<file path="src/rtl/jtag_master_pkg.sv">
`default_nettype none
// =============================================================================
// Module   : jtag_master_pkg
// Brief    : Opcodes, FSM state codes and TMS preamble/postamble tables for
//            the JTAG scan master.
// Revision : 1.0 - initial release
// =============================================================================
package jtag_master_pkg;

    localparam logic [1:0] OP_RST  = 2'd0;
    localparam logic [1:0] OP_IR   = 2'd1;
    localparam logic [1:0] OP_DR   = 2'd2;
    localparam logic [1:0] OP_RSVD = 2'd3;

    localparam logic [1:0] ST_AUTO_RST = 2'd0;
    localparam logic [1:0] ST_IDLE     = 2'd1;
    localparam logic [1:0] ST_SEQ      = 2'd2;
    localparam logic [1:0] ST_DONE     = 2'd3;

    localparam logic [1:0] PH_PREAMBLE  = 2'd0;
    localparam logic [1:0] PH_SHIFT     = 2'd1;
    localparam logic [1:0] PH_POSTAMBLE = 2'd2;

    localparam int RST_TCKS   = 6;
    localparam int IR_PRE     = 4;
    localparam int DR_PRE     = 3;
    localparam int POST_EARLY = 2;
    localparam int POST_PAUSE = 4;

    // TMS patterns, bit 0 is driven on the first TCK of the segment
    localparam logic [7:0] RST_TMS        = 8'b0001_1111;
    localparam logic [7:0] IR_PRE_TMS     = 8'b0000_0011;
    localparam logic [7:0] DR_PRE_TMS     = 8'b0000_0001;
    localparam logic [7:0] POST_EARLY_TMS = 8'b0000_0001;
    localparam logic [7:0] POST_PAUSE_TMS = 8'b0000_0110;

endpackage
`default_nettype wire

</file>
<file path="src/rtl/jtag_tck_gen.sv">
`default_nettype none
// =============================================================================
// Module   : jtag_tck_gen
// Brief    : TCK divider, TCK_DIV clk per half period, with rise/fall strobes
//            valid in the clk before tck changes. Held low while disabled.
// Revision : 1.0 - initial release
// =============================================================================
module jtag_tck_gen #(
    parameter int TCK_DIV = 5
) (
    input  logic clk,
    input  logic trst_,
    input  logic en_i,
    output logic tck_o,
    output logic rise_o,
    output logic fall_o
);

    localparam int CW = (TCK_DIV > 1) ? $clog2(TCK_DIV) : 1;

    logic [CW-1:0] cnt_q;
    logic          tck_q;
    logic          w_term;

    assign w_term = (cnt_q == CW'(TCK_DIV - 1));
    assign rise_o = en_i & w_term & ~tck_q;
    assign fall_o = en_i & w_term & tck_q;
    assign tck_o  = tck_q;

    always_ff @(posedge clk or posedge trst_) begin
        if (trst_) begin
            cnt_q <= '0;
            tck_q <= 1'b0;
        end else if (!en_i) begin
            cnt_q <= '0;
            tck_q <= 1'b0;
        end else if (w_term) begin
            cnt_q <= '0;
            tck_q <= ~tck_q;
        end else begin
            cnt_q <= cnt_q + CW'(1);
        end
    end

endmodule
`default_nettype wire

</file>
<file path="src/rtl/jtag_master.sv">
`default_nettype none
// =============================================================================
// Module   : jtag_master
// Brief    : Converts reset/IR/DR scan commands into TCK/TMS/TDI sequences,
//            always leaving the TAP in Run-Test-Idle. TDO capture is present
//            only when JTAG_MASTER_TDO_CAPTURE_EN is defined.
// Revision : 1.0 - initial release
// =============================================================================
module jtag_master
    import jtag_master_pkg::*;
#(
    parameter int IR_LENGTH   = 4,
    parameter int MAX_DR_BITS = 64,
    parameter int TCK_DIV     = 5
) (
    input  logic                          clk,
    input  logic                          trst_,
    input  logic                          cmd_valid,
    output logic                          cmd_ready,
    input  logic [1:0]                    cmd_op,
    input  logic [$clog2(MAX_DR_BITS):0]  cmd_bits,
    input  logic                          cmd_pause,
    input  logic [MAX_DR_BITS-1:0]        cmd_data,
    output logic                          rsp_valid,
    output logic [MAX_DR_BITS-1:0]        rsp_data,
    output logic                          busy,
    output logic                          tck,
    output logic                          tms,
    output logic                          tdi,
    input  logic                          tdo
);

    localparam int BW = $clog2(MAX_DR_BITS) + 1;
    localparam int IW = (MAX_DR_BITS > 1) ? $clog2(MAX_DR_BITS) : 1;
    localparam int PW = $clog2(MAX_DR_BITS + IR_LENGTH + 8) + 1;

    logic [1:0]             state_q, state_d;
    logic [1:0]             op_q, op_d;
    logic                   pause_q, pause_d;
    logic [BW-1:0]          n_q, n_d;
    logic [MAX_DR_BITS-1:0] data_q, data_d;
    logic [PW-1:0]          pos_q, pos_d;
    logic                   upd_q, upd_d;
    logic                   tms_q, tms_d;
    logic                   tdi_q, tdi_d;
    logic                   rsp_valid_q, rsp_valid_d;

    logic          w_gen_en, w_rise, w_fall;
    logic [PW-1:0] w_pre_len, w_post_len, w_n, w_shift_end, w_total;
    logic [7:0]    w_pre_tms, w_post_tms;
    logic [1:0]    w_phase;
    logic [2:0]    w_post_pos;
    logic [IW-1:0] w_idx;
    logic          w_tms_next, w_tdi_next, w_last;

    // First TCK low phase is one clk longer: the TMS/TDI load slot after accept
    assign w_gen_en = (state_q != ST_IDLE) & ~(upd_q & (pos_q == '0));

    jtag_tck_gen #(
        .TCK_DIV (TCK_DIV)
    ) u_tck_gen (
        .clk    (clk),
        .trst_  (trst_),
        .en_i   (w_gen_en),
        .tck_o  (tck),
        .rise_o (w_rise),
        .fall_o (w_fall)
    );

    always_comb begin
        w_pre_len  = PW'(RST_TCKS);
        w_pre_tms  = RST_TMS;
        w_post_len = '0;
        w_post_tms = '0;
        w_n        = '0;
        case (op_q)
            OP_IR: begin
                w_pre_len  = PW'(IR_PRE);
                w_pre_tms  = IR_PRE_TMS;
                w_n        = PW'(IR_LENGTH);
                w_post_len = PW'(POST_EARLY);
                w_post_tms = POST_EARLY_TMS;
            end
            OP_DR: begin
                w_pre_len  = PW'(DR_PRE);
                w_pre_tms  = DR_PRE_TMS;
                w_n        = PW'(n_q);
                w_post_len = pause_q ? PW'(POST_PAUSE) : PW'(POST_EARLY);
                w_post_tms = pause_q ? POST_PAUSE_TMS : POST_EARLY_TMS;
            end
            default: ;
        endcase
    end

    assign w_shift_end = w_pre_len + w_n;
    assign w_total     = w_shift_end + w_post_len;
    assign w_last      = (pos_q == w_total - PW'(1));
    assign w_phase     = (pos_q < w_pre_len)   ? PH_PREAMBLE :
                         (pos_q < w_shift_end) ? PH_SHIFT    : PH_POSTAMBLE;
    assign w_post_pos  = 3'(pos_q - w_shift_end);
    assign w_idx       = IW'(pos_q - w_pre_len);

    always_comb begin
        case (w_phase)
            PH_PREAMBLE: w_tms_next = w_pre_tms[pos_q[2:0]];
            PH_SHIFT:    w_tms_next = (pos_q == w_shift_end - PW'(1));
            default:     w_tms_next = w_post_tms[w_post_pos];
        endcase
    end

    assign w_tdi_next = (w_phase == PH_SHIFT) & data_q[w_idx];

    always_comb begin
        state_d     = state_q;
        op_d        = op_q;
        pause_d     = pause_q;
        n_d         = n_q;
        data_d      = data_q;
        pos_d       = pos_q;
        upd_d       = 1'b0;
        tms_d       = tms_q;
        tdi_d       = tdi_q;
        rsp_valid_d = 1'b0;
        if (upd_q) begin
            tms_d = w_tms_next;
            tdi_d = w_tdi_next;
        end
        case (state_q)
            ST_IDLE: begin
                if (cmd_valid) begin
                    state_d = ST_SEQ;
                    op_d    = (cmd_op == OP_RSVD) ? OP_RST : cmd_op;
                    pause_d = cmd_pause;
                    data_d  = cmd_data;
                    pos_d   = '0;
                    upd_d   = 1'b1;
                    if (cmd_bits == '0)
                        n_d = BW'(1);
                    else if (cmd_bits > BW'(MAX_DR_BITS))
                        n_d = BW'(MAX_DR_BITS);
                    else
                        n_d = cmd_bits;
                end
            end
            ST_AUTO_RST, ST_SEQ: begin
                if (w_fall) begin
                    if (w_last) begin
                        state_d = ST_IDLE;
                    end else begin
                        pos_d = pos_q + PW'(1);
                        upd_d = 1'b1;
                    end
                end else if (w_rise && w_last && state_q == ST_SEQ) begin
                    state_d = ST_DONE;
                end
            end
            default: begin
                if (w_fall) begin
                    state_d     = ST_IDLE;
                    rsp_valid_d = 1'b1;
                end
            end
        endcase
    end

    always_ff @(posedge clk or posedge trst_) begin
        if (trst_) begin
            state_q     <= ST_AUTO_RST;
            op_q        <= OP_RST;
            pause_q     <= 1'b0;
            n_q         <= BW'(1);
            data_q      <= '0;
            pos_q       <= '0;
            upd_q       <= 1'b1;
            tms_q       <= 1'b1;
            tdi_q       <= 1'b0;
            rsp_valid_q <= 1'b0;
        end else begin
            state_q     <= state_d;
            op_q        <= op_d;
            pause_q     <= pause_d;
            n_q         <= n_d;
            data_q      <= data_d;
            pos_q       <= pos_d;
            upd_q       <= upd_d;
            tms_q       <= tms_d;
            tdi_q       <= tdi_d;
            rsp_valid_q <= rsp_valid_d;
        end
    end

`ifdef JTAG_MASTER_TDO_CAPTURE_EN
    logic [MAX_DR_BITS-1:0] cap_q;
    logic [MAX_DR_BITS-1:0] rsp_q;

    always_ff @(posedge clk or posedge trst_) begin
        if (trst_) begin
            cap_q <= '0;
            rsp_q <= '0;
        end else begin
            if (state_q == ST_IDLE && cmd_valid)
                cap_q <= '0;
            else if (state_q == ST_SEQ && w_rise && w_phase == PH_SHIFT)
                cap_q[w_idx] <= tdo;
            if (state_q == ST_DONE && w_fall)
                rsp_q <= cap_q;
        end
    end

    assign rsp_data = rsp_q;
`else
    logic w_unused_tdo;

    assign w_unused_tdo = tdo;
    assign rsp_data     = '0;
`endif

    assign cmd_ready = (state_q == ST_IDLE);
    assign busy      = ~cmd_ready;
    assign rsp_valid = rsp_valid_q;
    assign tms       = tms_q;
    assign tdi       = tdi_q;

endmodule
`default_nettype wire

</file>
<file path="config.mk">
export PLATFORM = sky130hd
export DESIGN_NAME = jtag_master
export DESIGN_NICKNAME = d
export VERILOG_FILES = /design/src/rtl/jtag_master_pkg.sv /design/src/rtl/jtag_tck_gen.sv /design/src/rtl/jtag_master.sv
export SDC_FILE = /design/constraint.sdc
export NUM_CORES = 1
export LEC_CHECK = 0
export CAP_MARGIN = 20
export CORE_UTILIZATION = 30
export DETAILED_ROUTE_END_ITERATION = 12
export PLACE_DENSITY_LB_ADDON = 0.12
export SLEW_MARGIN = 10
export SYNTH_ARGS = -nofsm -noshare
export SYNTH_HDL_FRONTEND = slang
export SYNTH_HIERARCHICAL = 1
export SYNTH_SLANG_ARGS = --single-unit
</file>
<file path="constraint.sdc">
create_clock -name clk -period 6.7 [get_ports clk]
set_clock_uncertainty 0.15 [all_clocks]
set_input_delay 1.34 -clock clk [delete_from_list [all_inputs] [get_ports clk]]
set_output_delay 1.34 -clock clk [all_outputs]
set_load 0.05 [all_outputs]
</file>
# Word-level counts from Yosys, hierarchy flattened

Index checks and enable logic that the tools add are counted.

Add/subtract/negate cells: 8
$lt $le $gt $ge: 6
Equal/unequal tests: 16
Muxes and demuxes: 39
Bitwise operators: 9
Reductions and logical operators: 13

Operators by type and width:

| cell                                                                          | count |
|---|---|
| 8-bit two-way mux                                                             | 3 |
| 3-bit one-hot mux with 2 select lines                                         | 3 |
| 8-bit equality test                                                           | 2 |
| 2-bit two-way mux                                                             | 8 |
| 8-bit one-hot mux with 2 select lines                                         | 1 |
| 8-bit by 1-bit subtractor with 8-bit output (second input constant)           | 2 |
| 7-bit two-way mux                                                             | 2 |
| 7-bit one-hot mux with 2 select lines                                         | 1 |
| 3-bit two-way mux                                                             | 4 |
| 1-bit two-way mux                                                             | 10 |
| 5-bit one-hot mux with 2 select lines                                         | 1 |
| 3-bit by 7-bit adder with 8-bit output                                        | 1 |
| 8-bit by 1-bit adder with 8-bit output (second input constant)                | 1 |
| 8-bit by 3-bit adder with 8-bit output                                        | 1 |
| 8-bit zero test                                                               | 1 |
| 3-bit by 4-bit less-than comparator with 1-bit output (second input constant) | 2 |
| 8-bit by 3-bit less-than comparator with 1-bit output                         | 1 |
| 8-bit less-than comparator                                                    | 1 |
| 4-bit AND reduction                                                           | 2 |
| 7-bit > comparator (second input constant)                                    | 1 |
| 7-bit zero test                                                               | 1 |
| 6-bit by 7-bit less-than comparator with 1-bit output (second input constant) | 1 |
| 1-bit AND                                                                     | 6 |
| 1-bit binary-select mux with 3-bit select                                     | 2 |
| other kinds (21)                                                              | 33 |

Bits in registers: 92
Input bits: 78
Output and inout port bits: 70
Logic and storage cells: 103

# Longest topological paths before layout

Depth in word-level cells: 11
Depth in mapped cells: 22
Gate-level depth less buffers: 19

# Modules after synthesis

The synthesis kept the hierarchy.

Modules (own cells, without submodules):

| module       | instances | cells each | area an instance (µm²) | seq. area each (µm²) |
|---|---|---|---|---|
| jtag_master  | 1         | 692        | 6063.3                 | 2205.9 |
| jtag_tck_gen | 1         | 20         | 210.2                  | 100.1 |

# Worst setup path after synthesis

Ideal clock, no wire load.

Kind: reg2reg
Start point: reg op_q[0]
End point: reg state_q[1]
Library setup time: 138 ps
Arrival: 4384 ps
Setup slack: 2029 ps
Stages on the path, launching flop included: 22
Path buffers: 3
Clock period less this slack: 4671 ps
Cells stage by stage: dfrtp_1 > inv_1 > ha_1 > buf_2 > mux2i_1 > ha_1 > nor2_1 > nand2_1 > a311oi_4 > ha_1 > fa_1 > nor2b_1 > and3_1 > nand3_1 > a31oi_1 > a221oi_2 > xnor2_1 > or3_1 > buf_6 > buf_6 > a21boi_2 > o21ai_1

Longest elaborated chain between the ends: 10
Elaborated cells between the ends (all ways): 14
Classes of those cells: 3 x add/sub; 5 x eq/ne; 3 x mux; 3 x reduce/logical

RTL lines:

| item                                                                                                  | RTL line           | source |
|---|---|---|
| start: declaration                                                                                    | jtag_master.sv:38  | `logic [1:0] op_q, op_d;` |
| start signal: assignment                                                                              | jtag_master.sv:180 | `op_q <= op_d;` |
| 2-bit equality test / 2-bit by 1-bit equality test with 1-bit output (equally long branches)          | jtag_master.sv:76  | `case (op_q)` |
| 3-bit one-hot mux with 2 select lines / 7-bit one-hot mux with 2 select lines (equally long branches) | jtag_master.sv:76  |  |
| 3-bit by 7-bit adder with 8-bit output                                                                | jtag_master.sv:95  | `assign w_shift_end = w_pre_len + w_n;` |
| 8-bit by 3-bit adder with 8-bit output (*)                                                            | jtag_master.sv:96  | `assign w_total = w_shift_end + w_post_len;` |
| 8-bit by 1-bit subtractor with 8-bit output (*)                                                       | jtag_master.sv:97  | `assign w_last = (pos_q == w_total - PW'(1));` |
| 8-bit equality test (*)                                                                               | jtag_master.sv:97  |  |
| 1-bit logical AND (2 in a row)                                                                        | jtag_master.sv:153 | `end else if (w_rise && w_last && state_q == ST_SEQ) begin` |
| 3-bit by 2-bit inequality test with 1-bit output (no source line)                                     | n/a                |  |
| 4-bit AND reduction (no source line) (*)                                                              | n/a                |  |
| end signal: assignment                                                                                | jtag_master.sv:179 | `state_q <= state_d;` |
| end: declaration                                                                                      | jtag_master.sv:37  | `logic [1:0] state_q, state_d;` |

Every way passes the cells marked *; elsewhere a longest branch is shown, timed or not.
A chain may end at the register's enable or synchronous reset.

# Worst setup path after layout

Start point: reg op_q[0]
End point: reg pos_q[6]

Longest elaborated chain between the ends: 8
Elaborated cells between the ends (all ways): 11
Classes of those cells: 3 x add/sub; 4 x eq/ne; 3 x mux; 1 x reduce/logical

RTL lines:

| item                                                                                                  | RTL line           | source |
|---|---|---|
| 2-bit equality test / 2-bit by 1-bit equality test with 1-bit output (equally long branches)          | jtag_master.sv:76  |  |
| 3-bit one-hot mux with 2 select lines / 7-bit one-hot mux with 2 select lines (equally long branches) | jtag_master.sv:76  |  |
| 3-bit by 7-bit adder with 8-bit output                                                                | jtag_master.sv:95  |  |
| 8-bit by 3-bit adder with 8-bit output (*)                                                            | jtag_master.sv:96  |  |
| 8-bit by 1-bit subtractor with 8-bit output (*)                                                       | jtag_master.sv:97  |  |
| 8-bit equality test (*)                                                                               | jtag_master.sv:97  |  |
| 2-bit inequality test (no source line) (*)                                                            | n/a                |  |
| 4-bit AND reduction (no source line) (*)                                                              | n/a                |  |
| end signal: assignment                                                                                | jtag_master.sv:184 | `pos_q <= pos_d;` |
| end: declaration                                                                                      | jtag_master.sv:42  | `logic [PW-1:0] pos_q, pos_d;` |

Marked as above.

==> flow_summary.json <==
{
  "run_status": "finished, final reports clean",
  "number_of_antenna_violations_at_the_first_check_in_global_routing": 0,
  "root_buffer": "clkbuf_16",
  "timing.slew.headroom_pct": 35.6,
  "cts_htree_levels": 3,
  "finish.net_count": 883,
  "synth_compound_gate_area_share_pct": 10.2,
  "layout_worst_path_cycle_share_pct": 84.2,
  "dieWidth_um": 147,
  "final_weighted_congestion_in_routability_driven_placement": 0.840,
  "port_buffers": 82,
  "worst_ep_required_time_ns": 6.83,
  "synth_enable_flop_cells": 0,
  "first_pass_grt_wire_length_um": 24500,
  "synth_top_cell_area_share_pct": 35.5,
  "clk_latency_ns": 0.35,
  "worst_setup_slack_before_clock_tree_synthesis_ns": 1.15,
  "worstSetupEndpointType": "flop",
  "grt.overflow.total": 0,
  "hold_buffers": 0,
  "synth_sequential_area_ratio_pct": 36.8,
  "drtPass1Iterations": 6,
  "synth_area_leaders": "dfrtp_1 36%, nand2_1 13%, buf_4 7.7%",
  "drt_iter0_markers": 233,
  "ctsResizeCount": 0,
  "wl_met2_um": 7090,
  "layout.cell_area.non_filler_sq_um": 7380,
  "internal_power_w": 0.00181,
  "synth_simple_gate_area_share_pct": 22.5,
  "place.detailed.instances": 1036,
  "initial_utilization_pct": 30.8,
  "pin_count": 148,
  "fp-row-count": 52,
  "area_delta_synth_final_pct": 17.7,
  "power-per-cell-area_nw_per_um2": 415,
  "tritoncts": "built",
  "die_area_sq_um": 21500,
  "crit_arrival_ns": 5.77,
  "total_switching_power_w": 0.00126,
  "post_synth_mux_area_share_pct": 8.97,
  "yosys.area_share.adder_pct": 6.10,
  "synth_ff_type": "dfrtp_1",
  "avgRoutedWirePerCell_um": 14.2,
  "finalHoldViolations": 0,
  "grt_pass1_vias": 4743,
  "ant_nets": 0,
  "final_period_minus_worst_setup_slack_ns": 5.64,
  "comb_power_share_pct": 53.7,
  "synth_xor_area_share_pct": 3.35,
  "main_combinational_cell_family_by_area_after_synthesis": "simple AND/OR/NAND/NOR gates",
  "synth_warnings": 6,
  "drcViolationCount": 0,
  "share_seq_of_total_power_pct": 29.3,
  "grt_max_degree": 74,
  "leakage_nw": 3.44,
  "postSynthAreaPerCell_sq_um": 8.81,
  "peakVddDrop_mv": 0.147,
  "cts.clk_slew.worst_paths_ns": 0.06,
  "total_power_w": 0.00306,
  "ctsLongestPathBuffers": 2,
  "min_path_type": "reg -> reg",
  "wl_met3_um": 496,
  "tns_ns": 0,
  "start_kind": "flop",
  "synthesis.area_sq_um": 6270,
  "yosys.cell_types.count": 75,
  "routed_wl_um": 14900,
  "vias_per_cell": 4.61,
  "final_cell_count_no_fill": 1052,
  "tritoncts_num_sinks": 92,
  "timing_worst_setup_path_type": "reg -> reg",
  "die-height_um": 147,
  "final-max-slew-violation-count": 0,
  "groute.usage.overall_pct": 14.3,
  "antenna_cells": 0,
  "max-cap-violations": 0,
  "yosys.area.top_type": "dfrtp_1",
  "critical_path.max_fanout": 17,
  "final-setup-viol-count": 0,
  "fin_worst_setup_slack_ns": 1.06,
  "pwr-share-clk_pct": 17.0,
  "detailedPlacementHpwl_um": 11000,
  "routedLengthMet1_um": 7030,
  "num_vias": 4846,
  "synthArstFlopShare_pct": 100,
  "design.core.area_sq_um": 20400,
  "p_sw_share_pct": 41.0,
  "setup_repair_after_global_routing_missed_its_margin": "no",
  "max_freq_mhz": 177,
  "cts_inserted_buffers": 9,
  "post_dp_cell_area_sq_um": 7080,
  "post_synth_inst_count": 712,
  "drive_above_1_share_pct": 8.70,
  "cts_post_setup_buffers_inserted": 0,
  "uppermost_metal_layer_occupied_by_signal_nets": "met4",
  "ys_seq_elements": 92,
  "worstMarginPinSlew_ns": 0.965
}
cells in the mapped netlist (all sizes together), types with 8 or more instances:
cell type,number
o21ai,24
xnor2,19
nor3,8
clkbuf,19
ha,25
nor2,23
nand2b,8
nand3,12
a21oi,19
mux4,21
dfrtp,89
and3,9
inv,33
nand2,223
buf,76
layout make-up:
class / count / area (sq um)
Clock buffer: 11 / 243
Clock inverter: 5 / 58.8
Fill cell: 2091 / 13000
Inverter: 34 / 130
Multi-Input combinational cell: 554 / 3460
Sequential cell: 92 / 2310
Tap cell: 270 / 338
Timing Repair Buffer: 86 / 851
cells in the final DEF, fill, tap and decap left out, types with 3 or more instances in the layout:
cell | synthesis | layout
nand2_1 | 223 | 222
dfrtp_1 | 89 | 89
clkdlybuf4s50_1 | 0 | 82
conb_1 | 1 | 64
inv_1 | 31 | 30
ha_1 | 25 | 25
o21ai_0 | 23 | 23
nor2_1 | 22 | 22
mux4_2 | 21 | 21
xnor2_1 | 19 | 19
a21oi_1 | 18 | 18
nand3_1 | 11 | 11
clkbuf_16 | 0 | 9
and3_1 | 9 | 8
nand2b_1 | 8 | 8
nor3_1 | 7 | 7
nor4_1 | 6 | 6
mux2i_1 | 6 | 6
xor2_1 | 5 | 5
nor2b_1 | 5 | 5
and2_1 | 5 | 5
nand3b_1 | 5 | 5
buf_4 | 64 | 4
o21bai_1 | 3 | 3
o22ai_1 | 3 | 3
clkinv_2 | 1 | 3
a31oi_1 | 3 | 3
a41oi_1 | 3 | 3
and4_1 | 3 | 3
nor3b_1 | 3 | 3
fa_1 | 3 | 3
dfstp_2 | 3 | 3
worst paths after layout:
kind | from | to | slack [ns] | cells past startpoint
max | op_q[0] | pos_q[6] | 1.06 | 18
min | data_q[52] | data_q[52] | 0.32 | 2
max reg2reg | op_q[0] | pos_q[6] | 1.06 | 18
min reg2reg | data_q[52] | data_q[52] | 0.32 | 2
max in group asynchronous | trst_ | data_q[37] | 4.03 | 3
min in group asynchronous | trst_ | u_tck_gen/cnt_q[0] | 1.07 | 2
layer usage:
layer,GRT usage (%),up-vias
met5,0,-
met4,4.90,0
met3,2.31,22
met2,22.8,140
met1,19.6,2285
li1,-,2399
cells by family (layout without fill, tap and decap cells):
kind of cell / after synthesis / after routing
xor gates and xnor gates: 24 / 24
AOI/OAI and AO/OA: 87 / 87
muxes: 29 / 29
other: 1 / 64
adders and majority gates: 29 / 29
DFF: 92 / 92
buffers and inverters: 129 / 136
and+or+nand+nor: 321 / 321
through the flow:
| step | utilization, % | hold WS, ns |
|---|---|---|
| after global routing | 36.2 | 0.347 |
| after global placement | 34.8 | 0.305 |
| after detailed placement | 34.8 | 0.307 |
| final | 36.2 | 0.318 |
| after CTS | 36.2 | 0.324 |
| after floorplan | - | 0.290 |
state kept, by name, summed over array words and instances, names as in the netlist, 2 cells and up:
signal,flops
pos_q,8
data_q,64
n_q,7
state_q,2
u_tck_gen/cnt_q,3
op_q,2
worst max-delay path, cell delays in order (launching register included):
cell and delay, ns:
dfrtp_1 0.40, inv_1 0.10, ha_1 0.61, mux2i_1 0.18
ha_1 0.29, nor2_1 0.28, nand2_1 0.16, a311oi_4 0.48
ha_1 0.35, fa_1 0.48, nor2b_1 0.24, and3_1 0.19
nand3_1 0.09, a31oi_1 0.22, a221oi_2 0.07, xnor2_1 0.18
or3_1 0.65, a41o_1 0.35, a21oi_2 0.10
power by group through the flow:
stage	Combinational [W]	Sequential, W	Clock, W
3_5_place_dp	0.00166	0.000909	0
2_1_floorplan	0.00133	0.000871	0
4_1_cts	0.00167	0.000899	0.000538
3_3_place_gp	0.00164	0.000902	0
6_report	0.00165	0.000897	0.000520
5_1_grt	0.00183	0.000928	0.000558
Power figures use the tool's default switching activity.
